`src/rtl/counter_ultra_pkg.sv`:
```
// Shared types and constants for the counter_ultra display/mode path.
package counter_ultra_pkg;

  typedef enum logic [2:0] {
    SW    = 3'd0,
    SW2CD = 3'd1,
    CD    = 3'd2,
    CD2SW = 3'd3,
    ALARM = 3'd4
  } mode_state_e;

  // Countdown engine button pulses, one bit per button.
  typedef struct packed {
    logic left;
    logic right;
    logic center;
    logic up;
    logic down;
  } cd_btn_t;

  localparam logic [1:0] FLICK_NONE     = 2'b11;
  localparam logic       DISP_STOPWATCH = 1'b0;
  localparam logic       DISP_COUNTDOWN = 1'b1;

endpackage

```
`src/rtl/sync_2ff.sv`:
```
// Two-flop synchronizer for a raw asynchronous level; synchronous active-low reset to 0.
module sync_2ff (
  input  logic clk,
  input  logic rst_n,
  input  logic d,
  output logic q
);

  logic meta_q;
  logic sync_q;

  always_ff @(posedge clk) begin
    if (!rst_n) begin
      meta_q <= 1'b0;
      sync_q <= 1'b0;
    end else begin
      meta_q <= d;
      sync_q <= meta_q;
    end
  end

  assign q = sync_q;

endmodule

```
`src/rtl/mode_controller.sv`:
```
// Sequences stopwatch/countdown engines behind one display: blanked switchover,
// button routing, and countdown-expiry alarm. Optional macro: ALARM_TIMEOUT_EN.
module mode_controller
  import counter_ultra_pkg::*;
#(
  parameter int unsigned BLANK_CYCLES = 20,
  parameter int unsigned ALARM_CYCLES = 500,
  parameter int unsigned BLINK_HALF   = 25
) (
  input  logic       clk_core,
  input  logic       rst_n,
  input  logic       mode_switch,
  input  logic       left_p,
  input  logic       right_p,
  input  logic       center_p,
  input  logic       up_p,
  input  logic       down_p,
  input  logic       time_out_i,
  input  logic [1:0] target_i,
  output logic       sw_rst_o,
  output logic       sw_pause_o,
  output logic       sw_record_o,
  output logic       cd_left_o,
  output logic       cd_right_o,
  output logic       cd_center_o,
  output logic       cd_up_o,
  output logic       cd_down_o,
  output logic       disp_sel_o,
  output logic       blank_o,
  output logic [1:0] flick_o,
  output logic       alarm_o
);

  localparam int unsigned BLANK_W = $clog2(BLANK_CYCLES + 1);
  localparam int unsigned BLINK_W = $clog2(BLINK_HALF + 1);

  if (BLANK_CYCLES < 1 || BLINK_HALF < 1 || ALARM_CYCLES < 1) begin : g_param_check
    $error("mode_controller: cycle parameters must be >= 1");
  end

  mode_state_e        state_q, state_d;
  logic [BLANK_W-1:0] blank_cnt_q, blank_cnt_d;
  logic [BLINK_W-1:0] blink_cnt_q, blink_cnt_d;
  logic               to_prev_q;
  logic [2:0]         sw_q, sw_d;
  cd_btn_t            cd_q, cd_d;
  logic               disp_q, disp_d;
  logic               blank_q, blank_d;
  logic               alarm_q, alarm_d;
  logic               msync;
  logic               btn_any;
  logic               to_rise;
  logic               alarm_expired;

  sync_2ff u_mode_sync (
    .clk   (clk_core),
    .rst_n (rst_n),
    .d     (mode_switch),
    .q     (msync)
  );

`ifdef ALARM_TIMEOUT_EN
  localparam int unsigned ALARM_W = $clog2(ALARM_CYCLES + 1);
  logic [ALARM_W-1:0] alarm_cnt_q, alarm_cnt_d;

  // Held preloaded outside ALARM so it starts at ALARM_CYCLES-1 on entry.
  always_comb begin
    alarm_cnt_d = alarm_cnt_q;
    if (state_q != ALARM) begin
      alarm_cnt_d = ALARM_W'(ALARM_CYCLES - 1);
    end else if (alarm_cnt_q != '0) begin
      alarm_cnt_d = alarm_cnt_q - ALARM_W'(1);
    end
  end

  always_ff @(posedge clk_core) begin
    if (!rst_n) alarm_cnt_q <= '0;
    else        alarm_cnt_q <= alarm_cnt_d;
  end

  assign alarm_expired = (state_q == ALARM) && (alarm_cnt_q == '0);
`else
  assign alarm_expired = 1'b0;
`endif

  assign btn_any = left_p | right_p | center_p | up_p | down_p;
  assign to_rise = time_out_i & ~to_prev_q;

  // Next state; mode change outranks alarm entry and alarm acknowledge.
  always_comb begin
    state_d     = state_q;
    blank_cnt_d = blank_cnt_q;
    case (state_q)
      SW: if (msync) begin
        state_d     = SW2CD;
        blank_cnt_d = BLANK_W'(BLANK_CYCLES - 1);
      end
      SW2CD: if (blank_cnt_q == '0) state_d = CD;
             else blank_cnt_d = blank_cnt_q - BLANK_W'(1);
      CD: if (!msync) begin
        state_d     = CD2SW;
        blank_cnt_d = BLANK_W'(BLANK_CYCLES - 1);
      end else if (to_rise) begin
        state_d = ALARM;
      end
      CD2SW: if (blank_cnt_q == '0) state_d = SW;
             else blank_cnt_d = blank_cnt_q - BLANK_W'(1);
      ALARM: if (!msync) begin
        state_d     = CD2SW;
        blank_cnt_d = BLANK_W'(BLANK_CYCLES - 1);
      end else if (btn_any || alarm_expired) begin
        state_d = CD;
      end
      default: state_d = SW;
    endcase
  end

  // Registered outputs follow the next state; pulses pass only when the engine stays active.
  always_comb begin
    blink_cnt_d = blink_cnt_q;
    blank_d     = 1'b0;
    disp_d      = (state_d == SW || state_d == CD2SW) ? DISP_STOPWATCH : DISP_COUNTDOWN;
    alarm_d     = (state_d == ALARM);
    if (state_d == SW2CD || state_d == CD2SW) begin
      blank_d = 1'b1;
    end else if (state_d == ALARM) begin
      if (state_q != ALARM) begin
        blink_cnt_d = BLINK_W'(BLINK_HALF - 1);
      end else if (blink_cnt_q == '0) begin
        blank_d     = ~blank_q;
        blink_cnt_d = BLINK_W'(BLINK_HALF - 1);
      end else begin
        blank_d     = blank_q;
        blink_cnt_d = blink_cnt_q - BLINK_W'(1);
      end
    end
    sw_d = {right_p, center_p, left_p} & {3{(state_q == SW) && (state_d == SW)}};
    cd_d = cd_btn_t'({left_p, right_p, center_p, up_p, down_p}
                     & {5{(state_q == CD) && (state_d == CD)}});
  end

  always_ff @(posedge clk_core) begin
    if (!rst_n) begin
      state_q     <= SW;
      blank_cnt_q <= '0;
      blink_cnt_q <= '0;
      to_prev_q   <= 1'b0;
      sw_q        <= '0;
      cd_q        <= '0;
      disp_q      <= DISP_STOPWATCH;
      blank_q     <= 1'b0;
      alarm_q     <= 1'b0;
    end else begin
      state_q     <= state_d;
      blank_cnt_q <= blank_cnt_d;
      blink_cnt_q <= blink_cnt_d;
      to_prev_q   <= time_out_i;
      sw_q        <= sw_d;
      cd_q        <= cd_d;
      disp_q      <= disp_d;
      blank_q     <= blank_d;
      alarm_q     <= alarm_d;
    end
  end

  assign {sw_rst_o, sw_pause_o, sw_record_o} = sw_q;
  assign cd_left_o   = cd_q.left;
  assign cd_right_o  = cd_q.right;
  assign cd_center_o = cd_q.center;
  assign cd_up_o     = cd_q.up;
  assign cd_down_o   = cd_q.down;
  assign disp_sel_o  = disp_q;
  assign blank_o     = blank_q;
  assign alarm_o     = alarm_q;
  // Edit-field flick tracks target_i in the same cycle while countdown is active.
  assign flick_o     = (state_q == CD) ? target_i : FLICK_NONE;

endmodule

```
`config.mk`:
```
export PLATFORM = sky130hd
export DESIGN_NAME = mode_controller
export DESIGN_NICKNAME = d
export VERILOG_FILES = /design/src/rtl/counter_ultra_pkg.sv /design/src/rtl/sync_2ff.sv /design/src/rtl/mode_controller.sv
export SDC_FILE = /design/constraint.sdc
export NUM_CORES = 1
export LEC_CHECK = 0
export CORE_UTILIZATION = 45
export DETAILED_ROUTE_END_ITERATION = 8
export PLACE_DENSITY_LB_ADDON = 0.3
export SLEW_MARGIN = 10
export SYNTH_ARGS = -nofsm -noshare
export SYNTH_HDL_FRONTEND = slang
export SYNTH_HIERARCHICAL = 1
export SYNTH_SLANG_ARGS = --single-unit
```
`constraint.sdc`:
```
create_clock -name clk_core -period 2.1 [get_ports clk_core]
set_input_delay 0.42 -clock clk_core [delete_from_list [all_inputs] [get_ports clk_core]]
set_output_delay 0.42 -clock clk_core [all_outputs]
set_load 0.05 [all_outputs]
```
**Word-level counts from Yosys, hierarchy flattened**

Cells that the tools add are included.

- Multiplexer cells: 20
- Equality and inequality tests: 13
- Divide/modulo/power cells: 0
- $mul: 0
- Shifts and indexed selects: 0
- Reduce and logical (&&, ||, !) cells: 13
- Bitwise gates (word level): 10
- Add/subtract/negate cells: 2
- $lt $le $gt $ge: 0

Operator list:

| kind | count |
|---|---|
| 5-bit two-way mux | 5 |
| 3-bit two-way mux | 7 |
| 3-bit one-hot mux with 5 select lines | 1 |
| 5-bit one-hot mux with 3 select lines | 1 |
| 3-bit by 2-bit equality test with 1-bit output, second input constant | 4 |
| 5-bit zero test | 2 |
| 5-bit by 1-bit subtractor with 5-bit output, second input constant | 2 |
| 3-bit by 1-bit equality test with 1-bit output, second input constant | 2 |
| 3-bit equality test, second input constant | 2 |
| 3-bit zero test | 2 |
| 5-bit AND | 1 |
| 1-bit two-way mux | 5 |
| 2-bit inequality test, second input constant | 2 |
| 4-bit by 1-bit inequality test with 1-bit output, second input constant | 1 |
| 1-bit OR | 4 |
| 4-bit AND reduction | 1 |
| 2-bit OR reduction | 2 |
| 3-bit AND | 1 |
| 3-bit inequality test, second input constant | 1 |
| 1-bit inverter | 3 |
| 3-bit nonzero test | 1 |
| 1-bit logical AND | 2 |
| 1-bit logical OR | 2 |
| 2-bit two-way mux | 1 |
| other kinds (3) | 3 |

- ROM bits: 0
- RAM bits: 0
- Bits in latches: 0
- Register bits after elaboration: 27
- Input port bits: 11
- Memories kept: 0

**Longest topological paths before layout**

- Depth after elaboration: 11
- Depth in mapped cells: 7
- Depth with buffers taken out: 6

**Modules after synthesis**

The synthesis kept the hierarchy.

By module, submodules not included:

| module | cells an instance | sequential area each (um2) | area an instance (um2) | times used |
|---|---|---|---|---|
| mode_controller | 138 | 500.5 | 1285.0 | 1 |
| sync_2ff | 4 | 40.0 | 52.6 | 1 |

**Worst setup path before layout**

OpenSTA, ideal clock, no wires.

- Kind: flip-flop to output port
- Start point: register state_q[0]
- End point: output port flick_o[0]
- Stages on the path, launching flop included: 5
- Path buffers: 1
- Required time: 1.680 ns
- Arrival: 1.191 ns
- Path slack: 0.489 ns
- Cells stage by stage: dfxtp_1 -> clkbuf_1 -> nor2_1 -> and2_1 -> nand2b_1

- Longest elaborated chain between the ends: 2

Ends and longest elaborated chain:

| what | RTL line | text |
|---|---|---|
| from (decl) | mode_controller.sv:41 | `mode_state_e state_q, state_d;` |
| from (signal assigned) | mode_controller.sv:154 | `state_q <= state_d;` |
| 3-bit by 2-bit equality test with 1-bit output | mode_controller.sv:176 | `assign flick_o = (state_q == CD) ? target_i : FLICK_NONE;` |
| 2-bit two-way mux | mode_controller.sv:176 |  |
| to (decl) | mode_controller.sv:30 | `output logic [1:0] flick_o,` |

No other way between the ends.

**Worst setup path in the final report**

- Start point: register blank_q, in the netlist blank_o
- End point: output port blank_o

RTL lines:

| what | RTL line | text |
|---|---|---|
| from (decl) | mode_controller.sv:48 | `logic blank_q, blank_d;` |
| from (signal assigned) | mode_controller.sv:161 | `blank_q <= blank_d;` |
| to (decl) | mode_controller.sv:29 | `output logic blank_o,` |

No word-level cell between the ends.

==> metrics <==
reg2reg start=blank_cnt_q[0]; Worst setup SP type=flip-flop; Slew headroom=65.0%; hold depth=1; worst path cell trace=clkdlybuf4s50_1; cell with the most instances after synthesis=dfxtp_1; Peak VDD IR=486 uV; PwrDens=764 nW/um2; synthesized netlist cell count=142; I/O pin count=24; clk_lat worst skew=320 ps; vias per cell=5.72; vias post-DR=1,139; vias in the first global route=1,111; Design Power=1.27 mW; initial antenna violation count=0; min-delay src=u_mode_sync/meta_q; CTS tree=yes; top cells by count, synth=dfxtp_1, and2_1, inv_1, nand2_1, nand2b_1; Syn Nets=156; dpl ws=41.2 ps; leading area contributor after synthesis=dfxtp_1; proportion of synthesized area in mux cells=0.748%; DPL Wire Length=2.27 mm; top cell type's share of synthesized area=40.4%; Worst Hold Class=flip-flop to flip-flop; Crit. End Element=primary output; Leakage=0.660 nW; synth warn=6; WP buf/inv=1; Setup CP Type=flip-flop to primary output; cell family with most CP delay=buffers and inverters; post-CTS setup buffers=0; root buffer cell=clkbuf_4; Die ar.=3190 um2; Post-synth ARST share=0%; Netlist cell types=48; Data required, critical path=1680 ps; core box area=2780 um2; Synth Area in Simple Gates=29.2%; fin crit share=91.9%; post-synthesis sequential area ratio=40.4%; final number of setup-violating endpoints=0; reg2reg path depth=6; Worst Hold Slack=468 ps; fmax=0.518 GHz; setup_tns=0 ps; final instance count without filler cells=199; synthesis-to-finish area growth=24.1%; Inst Count DP=195; CP max-delay cell=clkdlybuf4s50_1; reg2reg setup slack=330 ps; DRC errors left=0; clk sink count=27; TritonCTS Buffers=3; final hold vios=0; Primary FF master, synth=dfxtp_1; Fill cells=270; chip height=56.5 um; clock skew=11.7 ps; Post-DRT Antenna Nets=0; pin count of the biggest net entering global routing=17; Starting Density=48.1%; share of layout cells above drive strength 1=12.5%; CTS resizes=0; clk slew on worst S/H paths=160 ps; gr ovfl total=0; register area=541 um2; H-tree Lvls=1; # hold bufs at CTS=0; row cnt=19; Synth Area per Inst=9.42 um2; Max Slew Vio Count=0; outcome=completed; Worst-Margin Slew=517 ps; #FFs+latches synth=27; drt wl/cell=14.6 um; area of the mapped netlist=1340 um2; worst-path fanout max=2; crit path time final=1930 ps; Compound-Gate Fraction of Synth Area=19.6%; GPL Wtd Cong=0.896; first-pass GRT wire length=4.93 mm; hold path endpoint=u_mode_sync/q; FF-to-FF End=disp_sel_o; Antenna diodes=0; final instance area=1660 um2; final worst setup slack=170 ps; synth top area cells=dfxtp_1, and2_1, nand2b_1; Post-synth EDFFs=0; IO Port Bufs=23; RSZ-0062 raised after global routing=no; Synth Area in XOR/XNOR=1.31%; Starting DRT DRC Count=29; adder-cell area share of the yosys netlist=2.81%; Tot GR Track Use=19.5%; Initial DRT Pass Iterations=4; die width=56.5 um; CP Data Arrival Time=1510 ps; combinational family with the most area after synthesis=simple AND/OR/NAND/NOR gates; worst-case clock buffer depth=2; Largest stage delay, worst path=810 ps; multi-input logic area=718 um2; DRT Wirelength=2.91 mm; Max Cap Viol=0; placed cell areas=1630 um2; number of nets in the layout=183; Core Util, Final=59.7%
state kept, by name (all words and copies together) (netlist names):
name,count
alarm_o,1
blank_cnt_q,5
blank_o,1
blink_cnt_q,5
cd_center_o,1
cd_down_o,1
cd_left_o,1
cd_right_o,1
cd_up_o,1
disp_sel_o,1
state_q,3
sw_q,3
to_prev_q,1
u_mode_sync/meta_q,1
u_mode_sync/q,1
layout make-up:
class	instances	share of cell area [%]
Multi-Input combinational cell	98	43.3
Clock buffer	3	1.36
Inverter	10	2.26
Clock inverter	1	0.452
Timing Repair Buffer	29	17.8
Sequential cell	27	32.6
Tap cell	31	2.34
how the worst max path moves through the flow:
stage,start,to,slack [ps],cells after the start
2_1_floorplan,state_q[0],flick_o[0],490,4
3_3_place_gp,time_out_i,blink_cnt_q[2],120,5
3_5_place_dp,center_p,disp_sel_o,40,5
4_1_cts,blank_o,blank_o,150,1
5_1_grt,state_q[0],flick_o[1],40,4
6_report,blank_o,blank_o,170,1
cell families after synthesis:
logic type / count (synthesis)
fa+ha+maj: 3
mux: 1
simple gates: 59
flops: 27
buf+inv: 17
xor+xnor: 2
compound gates: 33
power by group:
part	switching (mW)	leakage, nW	total, mW	internal, mW
registers	0.0466	0.220	0.606	0.559
logic	0.245	0.426	0.436	0.191
clock network	0.155	0.0139	0.227	0.0726
total	0.446	0.660	1.27	0.823
cells in the final DEF (no fill, tap or decap), drive strengths merged, types with 2 or more instances in the layout:
master,n
dfxtp,27
o211a,2
nor3,4
a221oi,2
ha,3
nand2b,8
o2111ai,2
nor2b,3
nor4b,3
nand2,8
o31ai,3
and3,2
buf,8
o21ai,2
nor2,5
nor3b,2
a311oi,2
a21oi,6
inv,10
and2,12
clkbuf,3
a21o,3
nor4,4
a31oi,3
clkdlybuf4s50,21
routing by layer:
layer	vias to the layer above	routed length [um]	GRT usage (%)
met1	523	1310	24.0
met3	8	168	3.23
met2	44	1380	34.5
met5	-	0	0
met4	0	42	5.92
li1	564	-	-
Power figures use the tool's default switching activity.
